### src/rtl/tt_sweep_ctrl_pkg.sv
// Shared types and defaults for the truth-table sweep controller.
package tt_sweep_ctrl_pkg;

  typedef enum logic [1:0] {
    StIdle   = 2'd0,
    StDrive  = 2'd1,
    StSample = 2'd2,
    StDone   = 2'd3
  } sweep_state_e;

  localparam int unsigned NInDefault    = 4;
  localparam int unsigned SettleDefault = 1;

endpackage

### src/rtl/tt_sweep_ctrl_settle_timer.sv
// Settle timer: cleared by load, counts while enabled, flags the last settle cycle.
module tt_sweep_ctrl_settle_timer #(
  parameter int unsigned SETTLE = 1
) (
  input  logic clk_i,
  input  logic rst_ni,
  input  logic load_i,
  input  logic en_i,
  output logic expire_o
);

  logic [3:0] cnt_q;

  always_ff @(posedge clk_i or negedge rst_ni) begin
    if (!rst_ni) begin
      cnt_q <= '0;
    end else if (load_i) begin
      cnt_q <= '0;
    end else if (en_i) begin
      cnt_q <= cnt_q + 4'd1;
    end
  end

  // Asserted during the SETTLE-th enabled cycle after a load.
  assign expire_o = en_i && (cnt_q == 4'(SETTLE - 1));

endmodule

### src/rtl/tt_sweep_ctrl.sv
// Exhaustive in-circuit sweep of a combinational function unit, capturing its truth table
// and comparing it against a latched expected minterm mask.
module tt_sweep_ctrl
  import tt_sweep_ctrl_pkg::*;
#(
  parameter int unsigned N_IN   = NInDefault,
  parameter int unsigned SETTLE = SettleDefault,
  localparam int unsigned V     = 1 << N_IN
) (
  input  logic            clk,
  input  logic            rst_n,
  input  logic            start,
  input  logic            abort,
  input  logic [V-1:0]    expected,
  output logic [N_IN-1:0] dut_in,
  input  logic            dut_f,
  output logic            busy,
  output logic            done,
  output logic [V-1:0]    tt,
  output logic            pass,
  output logic [N_IN:0]   mismatch_cnt,
  output logic [N_IN-1:0] first_fail_idx,
  output logic            first_fail_vld
);

  localparam int unsigned IdxW = N_IN + 1;

  sweep_state_e    state_q;
  logic [IdxW-1:0] idx_q;
  logic [V-1:0]    exp_q;
  logic [N_IN-1:0] idx_lo;
  logic [IdxW-1:0] cnt_nxt;
  logic            miss;
  logic            last;
  logic            timer_load;
  logic            timer_en;
  logic            settle_expire;

  assign idx_lo     = idx_q[N_IN-1:0];
  assign dut_in     = idx_lo;
  assign miss       = dut_f ^ exp_q[idx_lo];
  assign last       = (idx_q == IdxW'(V - 1));
  assign cnt_nxt    = mismatch_cnt + IdxW'(miss);
  assign timer_en   = (state_q == StDrive);
  assign timer_load = ((state_q == StIdle) && start) ||
                      ((state_q == StSample) && !abort && !last);

  tt_sweep_ctrl_settle_timer #(
    .SETTLE (SETTLE)
  ) u_settle_timer (
    .clk_i    (clk),
    .rst_ni   (rst_n),
    .load_i   (timer_load),
    .en_i     (timer_en),
    .expire_o (settle_expire)
  );

  always_ff @(posedge clk or negedge rst_n) begin
    if (!rst_n) begin
      state_q        <= StIdle;
      idx_q          <= '0;
      exp_q          <= '0;
      busy           <= 1'b0;
      done           <= 1'b0;
      tt             <= '0;
      pass           <= 1'b0;
      mismatch_cnt   <= '0;
      first_fail_idx <= '0;
      first_fail_vld <= 1'b0;
    end else begin
      done <= 1'b0;
      unique case (state_q)
        StIdle: begin
          if (start) begin
            exp_q          <= expected;
            tt             <= '0;
            mismatch_cnt   <= '0;
            first_fail_idx <= '0;
            first_fail_vld <= 1'b0;
            pass           <= 1'b0;
            idx_q          <= '0;
            busy           <= 1'b1;
            state_q        <= StDrive;
          end
        end
        StDrive: begin
          if (abort) begin
            busy    <= 1'b0;
            state_q <= StIdle;
          end else if (settle_expire) begin
            state_q <= StSample;
          end
        end
        StSample: begin
          // Abort wins over the capture of the vector currently on dut_in.
          if (abort) begin
            busy    <= 1'b0;
            state_q <= StIdle;
          end else begin
            tt[idx_lo]   <= dut_f;
            mismatch_cnt <= cnt_nxt;
            if (miss && !first_fail_vld) begin
              first_fail_idx <= idx_lo;
              first_fail_vld <= 1'b1;
            end
            if (last) begin
              busy    <= 1'b0;
              done    <= 1'b1;
              pass    <= (cnt_nxt == '0);
              state_q <= StDone;
            end else begin
              idx_q   <= idx_q + IdxW'(1);
              state_q <= StDrive;
            end
          end
        end
        StDone: begin
          state_q <= StIdle;
        end
        default: begin
          state_q <= StIdle;
        end
      endcase
    end
  end

endmodule

### config.mk
export PLATFORM = sky130hd
export DESIGN_NAME = tt_sweep_ctrl
export DESIGN_NICKNAME = d
export VERILOG_FILES = /design/src/rtl/tt_sweep_ctrl_pkg.sv /design/src/rtl/tt_sweep_ctrl_settle_timer.sv /design/src/rtl/tt_sweep_ctrl.sv
export SDC_FILE = /design/constraint.sdc
export NUM_CORES = 1
export LEC_CHECK = 0
export CAP_MARGIN = 20
export CORE_MARGIN = 10
export CORE_UTILIZATION = 45
export CTS_CLUSTER_SIZE = 8
export DETAILED_ROUTE_END_ITERATION = 8
export GPL_ROUTABILITY_DRIVEN = 0
export PLACE_DENSITY = 0.7
export SYNTH_ARGS = -nofsm -noshare
export SYNTH_HDL_FRONTEND = slang
export SYNTH_SLANG_ARGS = --single-unit
### constraint.sdc
create_clock -name clk -period 7.5 [get_ports clk]
set_input_delay 1.5 -clock clk [delete_from_list [all_inputs] [get_ports clk]]
set_output_delay 1.5 -clock clk [all_outputs]
set_load 0.01 [all_outputs]
# --- After elaboration in Yosys (flattened, before gate mapping) ---
# Index checks and enable logic that the tools add are counted.
word_totals:
  output_inout_bits: 33
  ff_bits: 56
  word_cells: 93
  inputBits: 21
classes:
  n_eq_ne: 12
  n_addsub: 3
  reduce_logical: 23
  order_cmp: 2
  n_mux: 41
  bitwise: 1
op_table:
  columns: ["operator", "n"]
  rows:
  - ["$mux 16", 2]
  - ["$pmux 16 s2", 1]
  - ["$mux 4", 5]
  - ["$mux 5", 4]
  - ["$pmux 5 s2", 2]
  - ["$bwmux 16", 1]
  - ["$reduce_and 4->1", 4]
  - ["$mux 1", 14]
  - ["$mux 2", 5]
  - ["$ne 2x2->1 const B", 5]
  - ["$pmux 2 s4", 1]
  - ["$pmux 4 s2", 1]
  - ["$logic_and 1x1->1", 6]
  - ["$ne 3x3->1 const B", 2]
  - ["$add 5x1->5", 1]
  - ["$add 5x1->5 const B", 1]
  - ["$eq 5x4->1 const B", 1]
  - ["$logic_not 5->1", 1]
  - ["$lt 4x5->1 const B", 1]
  - ["$add 4x1->4 const B", 1]
  - ["$bmux 1 s4", 1]
  - ["$demux 1 s4", 1]
  - ["$eq 2x2->1 const B", 2]
  - ["$ge 4x1->1 const B", 1]
  - ["other kinds (13)", 18]

# --- Logic depth before layout (Yosys ltp) ---
# Gate-level depths: netlist of the first run.
logic_depth:
  depth_word: 8
  ltp_mapped: 11

# --- By module ---
# Synthesis of the first run repeated with hierarchy kept, for this count alone.
unflattened:
  hier_cells: 281
  area_unflattened_um2: 2914.0
by_module_without_submodules:
  columns: ["module", "seq_area_each_um2", "cells_per_inst", "instances", "area_per_inst_um2"]
  rows:
  - ["tt_sweep_ctrl", 1301.2, 261, 1, 2688.8]
  - ["tt_sweep_ctrl_settle_timer", 100.1, 20, 1, 225.2]

# --- Worst setup path after synthesis of the first run ---
# OpenSTA, ideal clock, no wires.
synth_path:
  kind: "in2reg"
  from: "input port dut_f"
  to: "register pass"
  path_slack_ns: 4.505
  required_ns: 7.424
  n_path_buf: 1
  arrival_time_ns: 2.919
  path_stages: 7
  setup_ns: 0.076
  path_cell_list: "clkbuf_2 -> inv_1 -> xnor2_1 -> ha_1 -> ha_1 -> or4_1 -> o21ai_1"
synth_between:
  elab_chain_len: 6
synth_rtl:
  columns: ["item", "line_no", "source"]
  rows:
  - ["start: declaration", "tt_sweep_ctrl.sv:16", "input logic dut_f,"]
  - ["$xor 1x1->1", "tt_sweep_ctrl.sv:41", "assign miss = dut_f ^ exp_q[idx_lo];"]
  - ["$add 5x1->5", "tt_sweep_ctrl.sv:43", "assign cnt_nxt = mismatch_cnt + IdxW'(miss);"]
  - ["$logic_not 5->1", "tt_sweep_ctrl.sv:109", "pass <= (cnt_nxt == '0);"]
  - ["$mux 1", "tt_sweep_ctrl.sv:106", "if (last) begin"]
  - ["$mux 1", "tt_sweep_ctrl.sv:96", "if (abort) begin"]
  - ["$pmux 1 s2", "tt_sweep_ctrl.sv:72", "unique case (state_q)"]
  - ["end signal: assignment", "tt_sweep_ctrl.sv:109", null]
  - ["end: declaration", "tt_sweep_ctrl.sv:20", "output logic pass,"]
# No other way between the ends. The select of a mux whose other input is x is not followed.
# A chain may end at the register's enable or synchronous reset.

# --- Final worst setup path of the first run ---
layout_path:
  from: "input port start"
  to: "register first_fail_vld"
layout_between:
  elab_chain_len: 2
layout_rtl:
  columns: ["item", "line_no", "source"]
  rows:
  - ["start: declaration", "tt_sweep_ctrl.sv:12", "input logic start,"]
  - ["$ne 2x2->1 (no source line)", null, null]
  - ["$reduce_and 4->1 (no source line)", null, null]
  - ["end signal: assignment", "tt_sweep_ctrl.sv:69", "first_fail_vld <= 1'b0;"]
  - ["end signal: assignment", "tt_sweep_ctrl.sv:79", "first_fail_vld <= 1'b0;"]
  - ["end signal: assignment", "tt_sweep_ctrl.sv:104", "first_fail_vld <= 1'b1;"]
  - ["end: declaration", "tt_sweep_ctrl.sv:23", "output logic first_fail_vld"]
# No other way between the ends.

==> results of run 1 <==
worst register-to-register path: stages, from the launching register on:
cell                      delay (ns)
sky130_fd_sc_hd__dfrtp_1        0.70
sky130_fd_sc_hd__mux4_2         0.59
sky130_fd_sc_hd__mux2i_1        0.33
sky130_fd_sc_hd__mux2i_1        0.16
sky130_fd_sc_hd__xnor2_1        0.17
sky130_fd_sc_hd__ha_1           0.20
sky130_fd_sc_hd__ha_1           0.28
sky130_fd_sc_hd__or4_1          0.53
sky130_fd_sc_hd__o21ai_1        0.14
kinds of logic after synthesis:
logic type	Yosys count	share of synthesized area [%]
multiplexers	28	12.4
adder cells (fa/ha/maj)	13	5.52
flip-flops	56	47.5
XOR/XNOR	8	2.38
AND/OR/NAND/NOR	97	15.5
buffers and inverters	30	4.92
AO/OA/AOI/OAI	55	11.8
registers in the layout, indices dropped and copies added, names as in the netlist:
name	flops
idx_q	5
state_q	2
done	1
busy	1
first_fail_idx	4
tt	16
first_fail_vld	1
u_settle_timer.cnt_q	4
pass	1
exp_q	16
mismatch_cnt	5
layer usage:
| metal | up-vias | global-route usage [%] |
|---|---|---|
| met5 | - | 0 |
| met4 | 0 | 2.89 |
| met3 | 5 | 4.53 |
| met2 | 59 | 20.1 |
| met1 | 1038 | 14.9 |
| li1 | 1084 | - |
final timing paths:
check	start	to	slack, ns	cells after the start
min in group asynchronous	rst_n	mismatch_cnt[3]$_DFFE_PN0P_	1.32	2
min reg2reg	tt[4]$_DFFE_PN0P_	tt[4]$_DFFE_PN0P_	0.49	2
min	tt[4]$_DFFE_PN0P_	tt[4]$_DFFE_PN0P_	0.49	2
max reg2reg	idx_q[0]$_DFFE_PN0P_	pass$_DFFE_PN0P_	4.35	8
max in group asynchronous	rst_n	exp_q[6]$_DFFE_PN0P_	5.72	2
max	start	first_fail_vld$_DFFE_PN0P_	4.10	6
Yosys cell counts (2+ instances only):
master,count
sky130_fd_sc_hd__xor2_1,6
sky130_fd_sc_hd__and2_1,2
sky130_fd_sc_hd__buf_4,5
sky130_fd_sc_hd__a21oi_1,6
sky130_fd_sc_hd__nand4_1,2
sky130_fd_sc_hd__o21ai_0,12
sky130_fd_sc_hd__buf_2,4
sky130_fd_sc_hd__nor2b_1,4
sky130_fd_sc_hd__a21boi_0,8
sky130_fd_sc_hd__nor2_1,16
sky130_fd_sc_hd__dfrtp_1,56
sky130_fd_sc_hd__xnor2_1,2
sky130_fd_sc_hd__o21ai_1,13
sky130_fd_sc_hd__mux2_2,16
sky130_fd_sc_hd__nand2b_1,2
sky130_fd_sc_hd__nand3_1,19
sky130_fd_sc_hd__and3_1,2
sky130_fd_sc_hd__mux2i_1,6
sky130_fd_sc_hd__inv_1,11
sky130_fd_sc_hd__clkbuf_1,7
sky130_fd_sc_hd__a22o_1,4
sky130_fd_sc_hd__or3_1,2
sky130_fd_sc_hd__o41ai_1,2
sky130_fd_sc_hd__nor3_1,3
sky130_fd_sc_hd__a21o_1,2
sky130_fd_sc_hd__nand2_1,35
sky130_fd_sc_hd__ha_1,13
sky130_fd_sc_hd__nor4_1,4
sky130_fd_sc_hd__mux4_2,4
per-stage QoR:
step	setup WS, ns	std cells	hold slack (ns)
2_1_floorplan	4.50	287	0.474
3_3_place_gp	3.90	399	0.470
3_5_place_dp	3.79	399	0.474
4_1_cts	4.12	407	0.496
5_1_grt	3.98	407	0.533
6_report	4.10	407	0.488
final cells by class:
class	instances	share of cell area (%)
clock buffer	6	2.32
inverter	11	1.16
multi-input combinational	201	39.3
tap	77	2.70
clock inverter	2	0.281
timing repair buffer	54	14.9
sequential	56	39.3
cells in the final DEF, fill, tap and decap left out, types with 4 or more instances in the layout:
master                            count
sky130_fd_sc_hd__xor2_1               6
sky130_fd_sc_hd__mux4_2               4
sky130_fd_sc_hd__a22o_1               4
sky130_fd_sc_hd__a21boi_0             8
sky130_fd_sc_hd__inv_1               11
sky130_fd_sc_hd__mux2_2              16
sky130_fd_sc_hd__o21ai_1             13
sky130_fd_sc_hd__a21oi_1              6
sky130_fd_sc_hd__nand3_1             19
sky130_fd_sc_hd__mux2i_1              6
sky130_fd_sc_hd__nor2b_1              4
sky130_fd_sc_hd__nand2_1             35
sky130_fd_sc_hd__o21ai_0             12
sky130_fd_sc_hd__nor2_1              16
sky130_fd_sc_hd__clkbuf_8             6
sky130_fd_sc_hd__dfrtp_1             56
sky130_fd_sc_hd__clkdlybuf4s50_1     52
sky130_fd_sc_hd__nor4_1               4
sky130_fd_sc_hd__ha_1                13
power by group:
part | internal [mW] | switching, mW | total (mW) | leakage, nW
clock | 0.0740 | 0.0950 | 0.169 | 0.0510
combinational | 0.143 | 0.149 | 0.292 | 0.768
sequential | 0.365 | 0.0406 | 0.406 | 0.738
==> impl_metrics.prom, run 1 <==
# TYPE chip_impl_metric gauge
chip_impl_metric{name="grt_pass1_vias",unit=""} 2133
chip_impl_info{name="worstSetupPathType",value="in -> reg"} 1
chip_impl_metric{name="timing.final.crit_share",unit="%"} 45.3
chip_impl_metric{name="synth-seq-cells",unit=""} 56
chip_impl_metric{name="wire_length_of_the_first_global_routing_pass",unit="µm"} 10400
chip_impl_metric{name="final_design_area_no_fill",unit="µm²"} 3570
chip_impl_info{name="synth_top_area_cell",value="sky130_fd_sc_hd__dfrtp_1"} 1
chip_impl_metric{name="dieArea",unit="µm²"} 10200
chip_impl_metric{name="dr_wl_met3",unit="µm"} 448
chip_impl_metric{name="fp-row-count",unit=""} 29
chip_impl_metric{name="gr-usage-all-layers",unit="%"} 12.3
chip_impl_info{name="status",value="finished, final reports clean"} 1
chip_impl_info{name="root_buffer",value="sky130_fd_sc_hd__clkbuf_8"} 1
chip_impl_metric{name="finalCriticalPeriod",unit="ns"} 3.40
chip_impl_metric{name="core_utilization_of_the_finished_layout",unit="%"} 56.2
chip_impl_metric{name="yosysSeqAreaShare",unit="%"} 47.5
chip_impl_metric{name="yosysWarningCount",unit=""} 0
chip_impl_metric{name="detailedPlacementHpwl",unit="µm"} 4730
chip_impl_metric{name="cts-htree-levels",unit=""} 2
chip_impl_metric{name="power.static_leakage",unit="nW"} 1.56
chip_impl_metric{name="grt_antenna_before_repair",unit=""} 0
chip_impl_info{name="setup.worst_path.start_class",value="input pin"} 1
chip_impl_metric{name="synth.top_cell.area_share",unit="%"} 47.5
chip_impl_metric{name="slew_viol_final",unit=""} 0
chip_impl_metric{name="clk_pin_slew",unit="ns"} 0.10
chip_impl_info{name="path_delay_family",value="simple AND/OR/NAND/NOR gates"} 1
chip_impl_metric{name="vias_per_cell",unit=""} 5.37
chip_impl_metric{name="timing.fmax",unit="GHz"} 0.295
chip_impl_metric{name="post_detailed_route_count_of_antenna_violating_nets",unit=""} 0
chip_impl_metric{name="syn2layout_area_growth",unit="%"} 21.0
chip_impl_metric{name="syn_area",unit="µm²"} 2950
chip_impl_metric{name="setup_total_negative_slack",unit="ns"} 0
chip_impl_metric{name="remaining_drc_errors",unit=""} 0
chip_impl_metric{name="ctsResizeCount",unit=""} 0
chip_impl_metric{name="timing_worst_slew_pin_value",unit="ns"} 0.766
chip_impl_metric{name="max-cap-violations",unit=""} 0
chip_impl_info{name="cp_slowest_cell",value="sky130_fd_sc_hd__nor2b_1"} 1
chip_impl_metric{name="synth_cell_types",unit=""} 48
chip_impl_metric{name="post_drt_wl_per_cell",unit="µm"} 15.4
chip_impl_info{name="maxUsedRoutingLayer",value="met4"} 1
chip_impl_metric{name="number_of_synthesized_flops_with_an_enable_pin",unit=""} 0
chip_impl_metric{name="maxSlewHeadroom",unit="%"} 48.8
chip_impl_metric{name="critPathMaxFanout",unit=""} 12
chip_impl_metric{name="dpl_cell_area",unit="µm²"} 3470
chip_impl_metric{name="met1_wire_length",unit="µm"} 2800
chip_impl_info{name="critical_path.cell_chain",value="clkdlybuf4s50_1 -> nor2b_1 -> or3_1 -> nor4b_1 -> or3_1 -> a21o_1"} 1
chip_impl_metric{name="cts-root-to-sink-buffers",unit=""} 2
chip_impl_metric{name="floorplan.die.height",unit="µm"} 101
chip_impl_metric{name="finish.net_count",unit=""} 363
chip_impl_metric{name="worstPathRequired",unit="ns"} 7.70
chip_impl_metric{name="routed_wirelength",unit="µm"} 6290
chip_impl_info{name="ys.flop_type",value="sky130_fd_sc_hd__dfrtp_1"} 1
chip_impl_metric{name="post-cts-setup-buffer-count",unit=""} 0
chip_impl_info{name="largest_cells_by_area_after_synthesis",value="sky130_fd_sc_hd__dfrtp_1 (48%), sky130_fd_sc_hd__mux2_2 (6.1%), sky130_fd_sc_hd__ha_1 (5.5%)"} 1
chip_impl_metric{name="width_of_the_chip",unit="µm"} 101
chip_impl_metric{name="core_area",unit="µm²"} 6350
chip_impl_metric{name="power-per-cell-area",unit="nW/µm²"} 243
chip_impl_metric{name="syn_avg_cell_area",unit="µm²"} 10.3
chip_impl_metric{name="synth-async-reset-ratio",unit="%"} 100
chip_impl_metric{name="critPathBufInv",unit=""} 1
chip_impl_metric{name="floorplan.initialDensity",unit="%"} 46.4
chip_impl_info{name="rsz0062_at_grt",value="false"} 1
chip_impl_metric{name="placement.io_buffers",unit=""} 53
chip_impl_metric{name="post_cts_hold_buffer_count",unit=""} 0
chip_impl_metric{name="power",unit="mW"} 0.867
chip_impl_metric{name="hold_viol",unit=""} 0
chip_impl_metric{name="num_vias",unit=""} 2186
chip_impl_metric{name="timing.critical_path.arrival",unit="ns"} 3.60
chip_impl_metric{name="grt_start_max_net_pins",unit=""} 57
chip_impl_metric{name="drive_gt1_share",unit="%"} 10.0
chip_impl_metric{name="synth_cells",unit=""} 287
chip_impl_metric{name="cts_inserted_buffers",unit=""} 5
chip_impl_metric{name="dr.first_iter.drc_count",unit=""} 115
chip_impl_metric{name="vdd_ir_drop_max",unit="V"} 0.000146
chip_impl_metric{name="crit_path_max_cell_delay",unit="ns"} 0.62
chip_impl_metric{name="setup_viol_count_final",unit=""} 0
chip_impl_metric{name="i_o_pins",unit=""} 54
chip_impl_metric{name="fillerInstances",unit=""} 557
chip_impl_info{name="tritoncts",value="done"} 1
chip_impl_metric{name="syn_nets",unit=""} 321
chip_impl_metric{name="multi_input_comb_area",unit="µm²"} 1400
chip_impl_metric{name="insertedDiodeCount",unit=""} 0
chip_impl_metric{name="number_of_sinks_handled_by_clock_tree_synthesis",unit=""} 56
chip_impl_metric{name="clk_latency",unit="ns"} 0.30
chip_impl_metric{name="drt_pre_antenna_iters",unit=""} 4
chip_impl_info{name="cp-end-kind",value="register"} 1
chip_impl_metric{name="globalRouteOverflowTotal",unit=""} 0
chip_impl_info{name="crit_top_cell",value="sky130_fd_sc_hd__or3_1"} 1
chip_impl_metric{name="skew",unit="ns"} 0.00414
chip_impl_metric{name="dr_wl_met2",unit="µm"} 2990
chip_impl_metric{name="sequential_cell_area",unit="µm²"} 1400
chip_impl_info{name="min_path_type",value="reg -> reg"} 1
Note: power is estimated with default switching activity, not from simulation.
==> run 2: changes to the inputs <==
==> constraint.sdc (replaced) <==
create_clock -name clk -period 3.4 [get_ports clk]
set_input_delay 0.68 -clock clk [delete_from_list [all_inputs] [get_ports clk]]
set_output_delay 0.68 -clock clk [all_outputs]
set_load 0.01 [all_outputs]
==> run 2 against run 1 <==
Effect of this change:
- combinational power increased by 120%
- highest routed layer unchanged
- wire length grew 1.3%
- sequential power increased by 120%
- register-to-register slack worse by 4.0 ns
- cell area up 1.6%
- largest power group unchanged
- first-iteration DRC count down 43%
- global-route usage increased by 0.63 points
- critical path type is now reg -> reg
- flip-flop and latch count unchanged
==> impl_metrics.prom, run 2 (synthesis gave the netlist of run 1 again) <==
# TYPE chip_impl_metric gauge
chip_impl_metric{name="power-per-cell-area",unit="nW/µm²"} 559
chip_impl_metric{name="timing_worst_slew_pin_value",unit="ns"} 0.640
chip_impl_metric{name="switching_share",unit="%"} 31.3
chip_impl_metric{name="globalRouteOverflowTotal",unit=""} 0
chip_impl_info{name="mostFrequentLayoutCell",value="sky130_fd_sc_hd__dfrtp_1"} 1
chip_impl_metric{name="core_utilization_of_the_finished_layout",unit="%"} 57.0
chip_impl_metric{name="ctsResizeCount",unit=""} 0
chip_impl_info{name="min_path_type",value="in -> async"} 1
chip_impl_info{name="gr-max-usage-layer",value="met2"} 1
chip_impl_metric{name="setup_total_negative_slack",unit="ns"} 0
chip_impl_metric{name="gr-usage-all-layers",unit="%"} 12.9
chip_impl_metric{name="power.share.clock",unit="%"} 23.3
chip_impl_info{name="layout_common_cells",value="sky130_fd_sc_hd__dfrtp_1 (56), sky130_fd_sc_hd__clkdlybuf4s50_1 (52), sky130_fd_sc_hd__nand2_1 (35)"} 1
chip_impl_metric{name="post-route-worst-setup-slack",unit="ns"} 0.347
chip_impl_metric{name="finish.net_count",unit=""} 366
chip_impl_metric{name="global_route.usage.met2",unit="%"} 21.1
chip_impl_metric{name="grt_antenna_before_repair",unit=""} 0
chip_impl_metric{name="critPathMaxFanout",unit=""} 12
chip_impl_metric{name="wire_length_of_the_first_global_routing_pass",unit="µm"} 10800
chip_impl_metric{name="cts-htree-levels",unit=""} 2
chip_impl_info{name="setup.worst_path.start_class",value="register"} 1
chip_impl_metric{name="drive_gt1_share",unit="%"} 10.8
chip_impl_info{name="cp-end-kind",value="register"} 1
chip_impl_metric{name="multi_input_comb_area",unit="µm²"} 1400
chip_impl_metric{name="clk_latency",unit="ns"} 0.32
chip_impl_info{name="root_buffer",value="sky130_fd_sc_hd__clkbuf_8"} 1
chip_impl_metric{name="vdd_ir_drop_max",unit="V"} 0.000284
chip_impl_metric{name="timing.critical_path.arrival",unit="ns"} 3.29
chip_impl_metric{name="cts-root-to-sink-buffers",unit=""} 2
chip_impl_metric{name="number_of_sinks_handled_by_clock_tree_synthesis",unit=""} 56
chip_impl_info{name="status",value="finished, final reports clean"} 1
chip_impl_metric{name="placed_cells",unit=""} 402
chip_impl_metric{name="fp-row-count",unit=""} 29
chip_impl_metric{name="hold_viol",unit=""} 0
chip_impl_metric{name="met1_usage",unit="%"} 15.4
chip_impl_metric{name="cts_inserted_buffers",unit=""} 5
chip_impl_metric{name="timing.final.crit_share",unit="%"} 89.8
chip_impl_info{name="cp_slowest_cell",value="sky130_fd_sc_hd__dfrtp_1"} 1
chip_impl_info{name="reg2reg_from",value="idx_q[0]$_DFFE_PN0P_"} 1
chip_impl_metric{name="grt_start_max_net_pins",unit=""} 36
chip_impl_metric{name="syn2layout_area_growth",unit="%"} 22.9
chip_impl_metric{name="maxSlewHeadroom",unit="%"} 57.2
chip_impl_metric{name="detailedPlacementHpwl",unit="µm"} 4890
chip_impl_metric{name="finalCriticalPeriod",unit="ns"} 3.05
chip_impl_metric{name="dieArea",unit="µm²"} 10200
chip_impl_metric{name="post_drt_wl_per_cell",unit="µm"} 15.5
chip_impl_info{name="worstSetupPathType",value="reg -> reg"} 1
chip_impl_metric{name="p_switching",unit="mW"} 0.633
chip_impl_metric{name="grt.met3_usage",unit="%"} 5.01
chip_impl_metric{name="core_area",unit="µm²"} 6350
chip_impl_metric{name="vias_per_cell",unit=""} 5.39
chip_impl_metric{name="i_o_pins",unit=""} 54
chip_impl_metric{name="post_detailed_route_count_of_antenna_violating_nets",unit=""} 0
chip_impl_metric{name="preCtsSetupSlack",unit="ns"} 0.359
chip_impl_metric{name="routed_wirelength",unit="µm"} 6370
chip_impl_metric{name="dr.first_iter.drc_count",unit=""} 65
chip_impl_metric{name="floorplan.die.height",unit="µm"} 101
chip_impl_metric{name="pwr-share-seq",unit="%"} 44.2
chip_impl_metric{name="insertedDiodeCount",unit=""} 0
chip_impl_info{name="launching_instance_or_port_of_the_critical_path",value="idx_q[0]$_DFFE_PN0P_"} 1
chip_impl_info{name="critical_path.cell_chain",value="mux4_2 -> mux2i_1 -> mux2i_1 -> xnor2_1 -> ha_1 -> ha_1 -> or4_1 -> o21ai_1"} 1
chip_impl_metric{name="remaining_drc_errors",unit=""} 0
chip_impl_metric{name="power_report.internal_total",unit="mW"} 1.39
chip_impl_metric{name="slew_viol_final",unit=""} 0
chip_impl_metric{name="share_comb_of_total_power",unit="%"} 32.4
chip_impl_metric{name="drt_pre_antenna_iters",unit=""} 4
chip_impl_metric{name="num_vias",unit=""} 2208
chip_impl_metric{name="skew",unit="ns"} 0.0137
chip_impl_info{name="largest_registers",value="exp_q x16, tt x16"} 1
chip_impl_info{name="tritoncts",value="done"} 1
chip_impl_metric{name="power.static_leakage",unit="nW"} 1.59
chip_impl_info{name="rsz0062_at_grt",value="false"} 1
chip_impl_metric{name="post_cts_hold_buffer_count",unit=""} 0
chip_impl_metric{name="fillerInstances",unit=""} 558
chip_impl_metric{name="instances_no_fill",unit=""} 410
chip_impl_metric{name="crit_path_max_cell_delay",unit="ns"} 0.64
chip_impl_metric{name="timing.fmax",unit="GHz"} 0.328
chip_impl_metric{name="floorplan.initialDensity",unit="%"} 46.4
chip_impl_metric{name="post-cts-setup-buffer-count",unit=""} 0
chip_impl_metric{name="clk_pin_slew",unit="ns"} 0.11
chip_impl_metric{name="width_of_the_chip",unit="µm"} 101
chip_impl_metric{name="placement.io_buffers",unit=""} 53
chip_impl_metric{name="max-cap-violations",unit=""} 0
chip_impl_metric{name="sequential_cell_area",unit="µm²"} 1400
chip_impl_metric{name="grt_pass1_vias",unit=""} 2283
chip_impl_metric{name="setup_viol_count_final",unit=""} 0
chip_impl_metric{name="worstPathRequired",unit="ns"} 3.64
==> run 2: changes by cell type in the layout (fill, tap and decap cells not counted) <==
cell and change:
sky130_fd_sc_hd__buf_4 +3, sky130_fd_sc_hd__bufinv_16 +1, sky130_fd_sc_hd__clkbuf_8 +1, sky130_fd_sc_hd__clkinv_2 -2
==> run 2: cell type report <==
type | instances | share of cell area (%)
clock buffers | 7 | 2.66
clock inverters | 1 | 0.829
inverters | 11 | 1.14
multi-input cells | 201 | 38.7
flip-flops and latches | 56 | 38.7
well taps | 77 | 2.66
repair buffers | 57 | 15.3
==> run 2: stage by stage <==
stage / hold WS [ns] / instance area (µm²) / power (mW)
after floorplan: 0.384 / 2950 / 1.37
after global placement: 0.470 / 3500 / 1.55
after detailed placement: 0.475 / 3500 / 1.58
after CTS: 0.318 / 3620 / 2.05
after global routing: 0.324 / 3620 / 2.17
final: 0.307 / 3620 / 2.02
==> run 2: critical path, delay by kind of cell, from the launching register on <==
kind            cells  cell delay (ns)
simple gates        1             0.51
fa+ha+maj           2             0.47
xor+xnor            1             0.22
compound gates      1             0.12
flops               1             0.64
mux                 3             1.01
==> run 2: path summary, 6_finish.rpt <==
path	to	slack, ns	cells past startpoint
max	pass$_DFFE_PN0P_	0.35	8
min reg2reg	tt[7]$_DFFE_PN0P_	0.49	2
min	tt[3]$_DFFE_PN0P_	0.31	1
max in group asynchronous	exp_q[13]$_DFFE_PN0P_	2.26	2
min in group clk	tt[7]$_DFFE_PN0P_	0.49	2
max reg2reg	pass$_DFFE_PN0P_	0.35	8
==> run 2: layer usage <==
| layer | up-vias | part of all wire, % |
|---|---|---|
| li1 | 1091 | - |
| met1 | 1050 | 44 |
| met2 | 58 | 47 |
| met3 | 9 | 8.1 |
| met4 | 0 | 1.1 |
| met5 | - | 0 |
==> run 2: power groups by stage <==
stage | clock, mW | combinational (mW) | sequential [mW]
after global placement | 0 | 0.642 | 0.911
final | 0.472 | 0.656 | 0.895
after global routing | 0.516 | 0.739 | 0.918
after CTS | 0.486 | 0.667 | 0.898
after detailed placement | 0 | 0.666 | 0.912
after floorplan | 0 | 0.489 | 0.885
==> run 3: changes to the inputs <==
--- a/config.mk
+++ b/config.mk
@@ -6,7 +6,6 @@
 export NUM_CORES = 1
 export LEC_CHECK = 0
 export CAP_MARGIN = 20
-export CORE_MARGIN = 10
 export CORE_UTILIZATION = 45
 export CTS_CLUSTER_SIZE = 8
 export DETAILED_ROUTE_END_ITERATION = 8
==> run 3 against run 2 <==
Effect of this change:
- die area decreased by 32%
- hold slack better by 0.0056 ns
- flip-flop and latch count unchanged
- global-route usage is 5.5 points higher
- utilization down 0.30 points
==> impl_metrics.prom, run 3 (synthesis gave the netlist of run 1 again) <==
# TYPE chip_impl_metric gauge
chip_impl_metric{name="maxSlewHeadroom",unit="%"} 56.6
chip_impl_metric{name="ctsResizeCount",unit=""} 0
chip_impl_metric{name="i_o_pins",unit=""} 54
chip_impl_metric{name="num_vias",unit=""} 2230
chip_impl_info{name="rsz0062_at_grt",value="false"} 1
chip_impl_metric{name="drive_gt1_share",unit="%"} 10.5
chip_impl_metric{name="timing.reg2reg.worst_path_depth",unit=""} 8
chip_impl_metric{name="worstPathRequired",unit="ns"} 3.64
chip_impl_metric{name="vias_per_cell",unit=""} 5.44
chip_impl_info{name="largest_registers",value="exp_q x16, tt x16"} 1
chip_impl_info{name="reg2reg_from",value="idx_q[0]$_DFFE_PN0P_"} 1
chip_impl_metric{name="final_design_area_no_fill",unit="µm²"} 3600
chip_impl_metric{name="finalCriticalPeriod",unit="ns"} 3.10
chip_impl_metric{name="hold_viol",unit=""} 0
chip_impl_metric{name="cts-htree-levels",unit=""} 2
chip_impl_metric{name="globalRouteOverflowTotal",unit=""} 0
chip_impl_metric{name="dpl_cell_area",unit="µm²"} 3500
chip_impl_info{name="cp-end-kind",value="register"} 1
chip_impl_metric{name="grt_pass1_vias",unit=""} 2142
chip_impl_metric{name="fp-row-count",unit=""} 29
chip_impl_info{name="layout_common_cells",value="sky130_fd_sc_hd__dfrtp_1 (56), sky130_fd_sc_hd__clkdlybuf4s50_1 (52), sky130_fd_sc_hd__nand2_1 (35)"} 1
chip_impl_info{name="worstSetupPathType",value="reg -> reg"} 1
chip_impl_metric{name="power_report.internal_total",unit="mW"} 1.35
chip_impl_metric{name="number_of_sinks_handled_by_clock_tree_synthesis",unit=""} 56
chip_impl_metric{name="grt_antenna_before_repair",unit=""} 0
chip_impl_metric{name="detailedPlacementHpwl",unit="µm"} 4350
chip_impl_metric{name="post_cts_hold_buffer_count",unit=""} 0
chip_impl_info{name="tritoncts",value="done"} 1
chip_impl_metric{name="floorplan.die.height",unit="µm"} 82.9
chip_impl_metric{name="placed_cells",unit=""} 402
chip_impl_metric{name="core_area",unit="µm²"} 6350
chip_impl_metric{name="post-cts-setup-buffer-count",unit=""} 0
chip_impl_metric{name="vdd_ir_drop_max",unit="V"} 0.000330
chip_impl_metric{name="critPathMaxFanout",unit=""} 12
chip_impl_metric{name="dieArea",unit="µm²"} 6880
chip_impl_metric{name="dr.first_iter.drc_count",unit=""} 121
chip_impl_metric{name="pwr-share-seq",unit="%"} 45.3
chip_impl_metric{name="finish.net_count",unit=""} 366
chip_impl_metric{name="wire_length_of_the_first_global_routing_pass",unit="µm"} 10200
chip_impl_metric{name="post_detailed_route_count_of_antenna_violating_nets",unit=""} 0
chip_impl_metric{name="setup_total_negative_slack",unit="ns"} 0
chip_impl_metric{name="max-cap-violations",unit=""} 0
chip_impl_info{name="launching_instance_or_port_of_the_critical_path",value="idx_q[0]$_DFFE_PN0P_"} 1
chip_impl_metric{name="timing_worst_slew_pin_value",unit="ns"} 0.648
chip_impl_metric{name="timing.final.crit_share",unit="%"} 91.0
chip_impl_metric{name="power.share.clock",unit="%"} 21.8
chip_impl_info{name="mostFrequentLayoutCell",value="sky130_fd_sc_hd__dfrtp_1"} 1
chip_impl_info{name="setup.worst_path.start_class",value="register"} 1
chip_impl_metric{name="timing.critical_path.arrival",unit="ns"} 3.34
chip_impl_metric{name="power-per-cell-area",unit="nW/µm²"} 551
chip_impl_metric{name="instances_no_fill",unit=""} 410
chip_impl_metric{name="slew_viol_final",unit=""} 0
chip_impl_metric{name="timing.fmax",unit="GHz"} 0.323
chip_impl_metric{name="insertedDiodeCount",unit=""} 0
chip_impl_metric{name="cts_inserted_buffers",unit=""} 5
chip_impl_metric{name="p_switching",unit="mW"} 0.636
chip_impl_metric{name="skew",unit="ns"} 0.00997
chip_impl_metric{name="setup_viol_count_final",unit=""} 0
chip_impl_metric{name="width_of_the_chip",unit="µm"} 82.9
chip_impl_metric{name="share_comb_of_total_power",unit="%"} 32.9
chip_impl_metric{name="placement.io_buffers",unit=""} 53
chip_impl_info{name="status",value="finished, final reports clean"} 1
chip_impl_metric{name="fillerInstances",unit=""} 552
chip_impl_metric{name="switching_share",unit="%"} 32.1
chip_impl_metric{name="floorplan.initialDensity",unit="%"} 46.4
chip_impl_metric{name="post_drt_wl_per_cell",unit="µm"} 14.3
chip_impl_info{name="min_path_type",value="in -> async"} 1
chip_impl_metric{name="cts-root-to-sink-buffers",unit=""} 2
chip_impl_metric{name="remaining_drc_errors",unit=""} 0
chip_impl_metric{name="gr-usage-all-layers",unit="%"} 18.4
chip_impl_metric{name="power.static_leakage",unit="nW"} 1.58
chip_impl_metric{name="syn2layout_area_growth",unit="%"} 22.2
chip_impl_metric{name="power",unit="mW"} 1.98
chip_impl_metric{name="clk_pin_slew",unit="ns"} 0.10
chip_impl_metric{name="routed_wirelength",unit="µm"} 5880
chip_impl_info{name="root_buffer",value="sky130_fd_sc_hd__clkbuf_8"} 1
chip_impl_metric{name="clk_latency",unit="ns"} 0.32
chip_impl_metric{name="drt_pre_antenna_iters",unit=""} 4
chip_impl_metric{name="grt_start_max_net_pins",unit=""} 35
run 3: cell count changes in the layout (fill, tap and decap cells not counted):
cell                       change
sky130_fd_sc_hd__clkinv_2      +1
sky130_fd_sc_hd__clkbuf_1      +1
sky130_fd_sc_hd__clkbuf_8      -2
run 3: worst paths after layout:
kind | to | slack (ns)
worst max-delay path | pass$_DFFE_PN0P_ | 0.30
worst min-delay path | tt[4]$_DFFE_PN0P_ | 0.31
worst max register to register | pass$_DFFE_PN0P_ | 0.30
worst min register to register | tt[7]$_DFFE_PN0P_ | 0.49
max in group asynchronous | exp_q[2]$_DFFE_PN0P_ | 2.28
min in group clk | tt[7]$_DFFE_PN0P_ | 0.49
run 3: worst max-delay path, cell delays in order, from the launching register on:
cell and delay [ns]:
sky130_fd_sc_hd__dfrtp_1 0.64, sky130_fd_sc_hd__mux4_2 0.57, sky130_fd_sc_hd__mux2i_1 0.32, sky130_fd_sc_hd__mux2i_1 0.15, sky130_fd_sc_hd__xnor2_1 0.23, sky130_fd_sc_hd__ha_1 0.21, sky130_fd_sc_hd__ha_1 0.24, sky130_fd_sc_hd__or4_1 0.52
sky130_fd_sc_hd__o21ai_1 0.13
run 3: power groups by stage:
stage	clock (mW)	combinational, mW	sequential (mW)
after floorplan	0	0.489	0.885
after global placement	0	0.641	0.910
after detailed placement	0	0.657	0.914
after CTS	0.444	0.658	0.900
after global routing	0.472	0.728	0.914
final	0.433	0.653	0.899
run 3: through the flow:
stage	hold slack (ns)	util (%)	setup slack (ns)
global placement	0.470	55.1	0.417
detailed placement	0.477	55.1	0.315
CTS	0.325	56.7	0.281
finish	0.312	56.7	0.304
global route	0.338	56.7	0.0207
floorplan	0.384	-	0.703
run 3: routing by layer:
metal	part of all wire, %	wire length (µm)	vias up	track usage, %
met3	3.9	229	7	3.78
met1	47	2770	1068	25.2
li1	-	-	1101	-
met4	1.2	73	0	5.80
met2	48	2810	54	29.6
met5	0	0	-	0
run 3: cell type report:
| cell class | count | area (µm²) | area share (%) |
|---|---|---|---|
| clock inverter | 2 | 35.0 | 0.972 |
| sequential | 56 | 1400 | 38.9 |
| tap | 77 | 96.3 | 2.67 |
| clock buffer | 6 | 72.6 | 2.01 |
| timing repair buffer | 57 | 556 | 15.4 |
| inverter | 11 | 41.3 | 1.15 |
| multi-input combinational | 201 | 1400 | 38.9 |
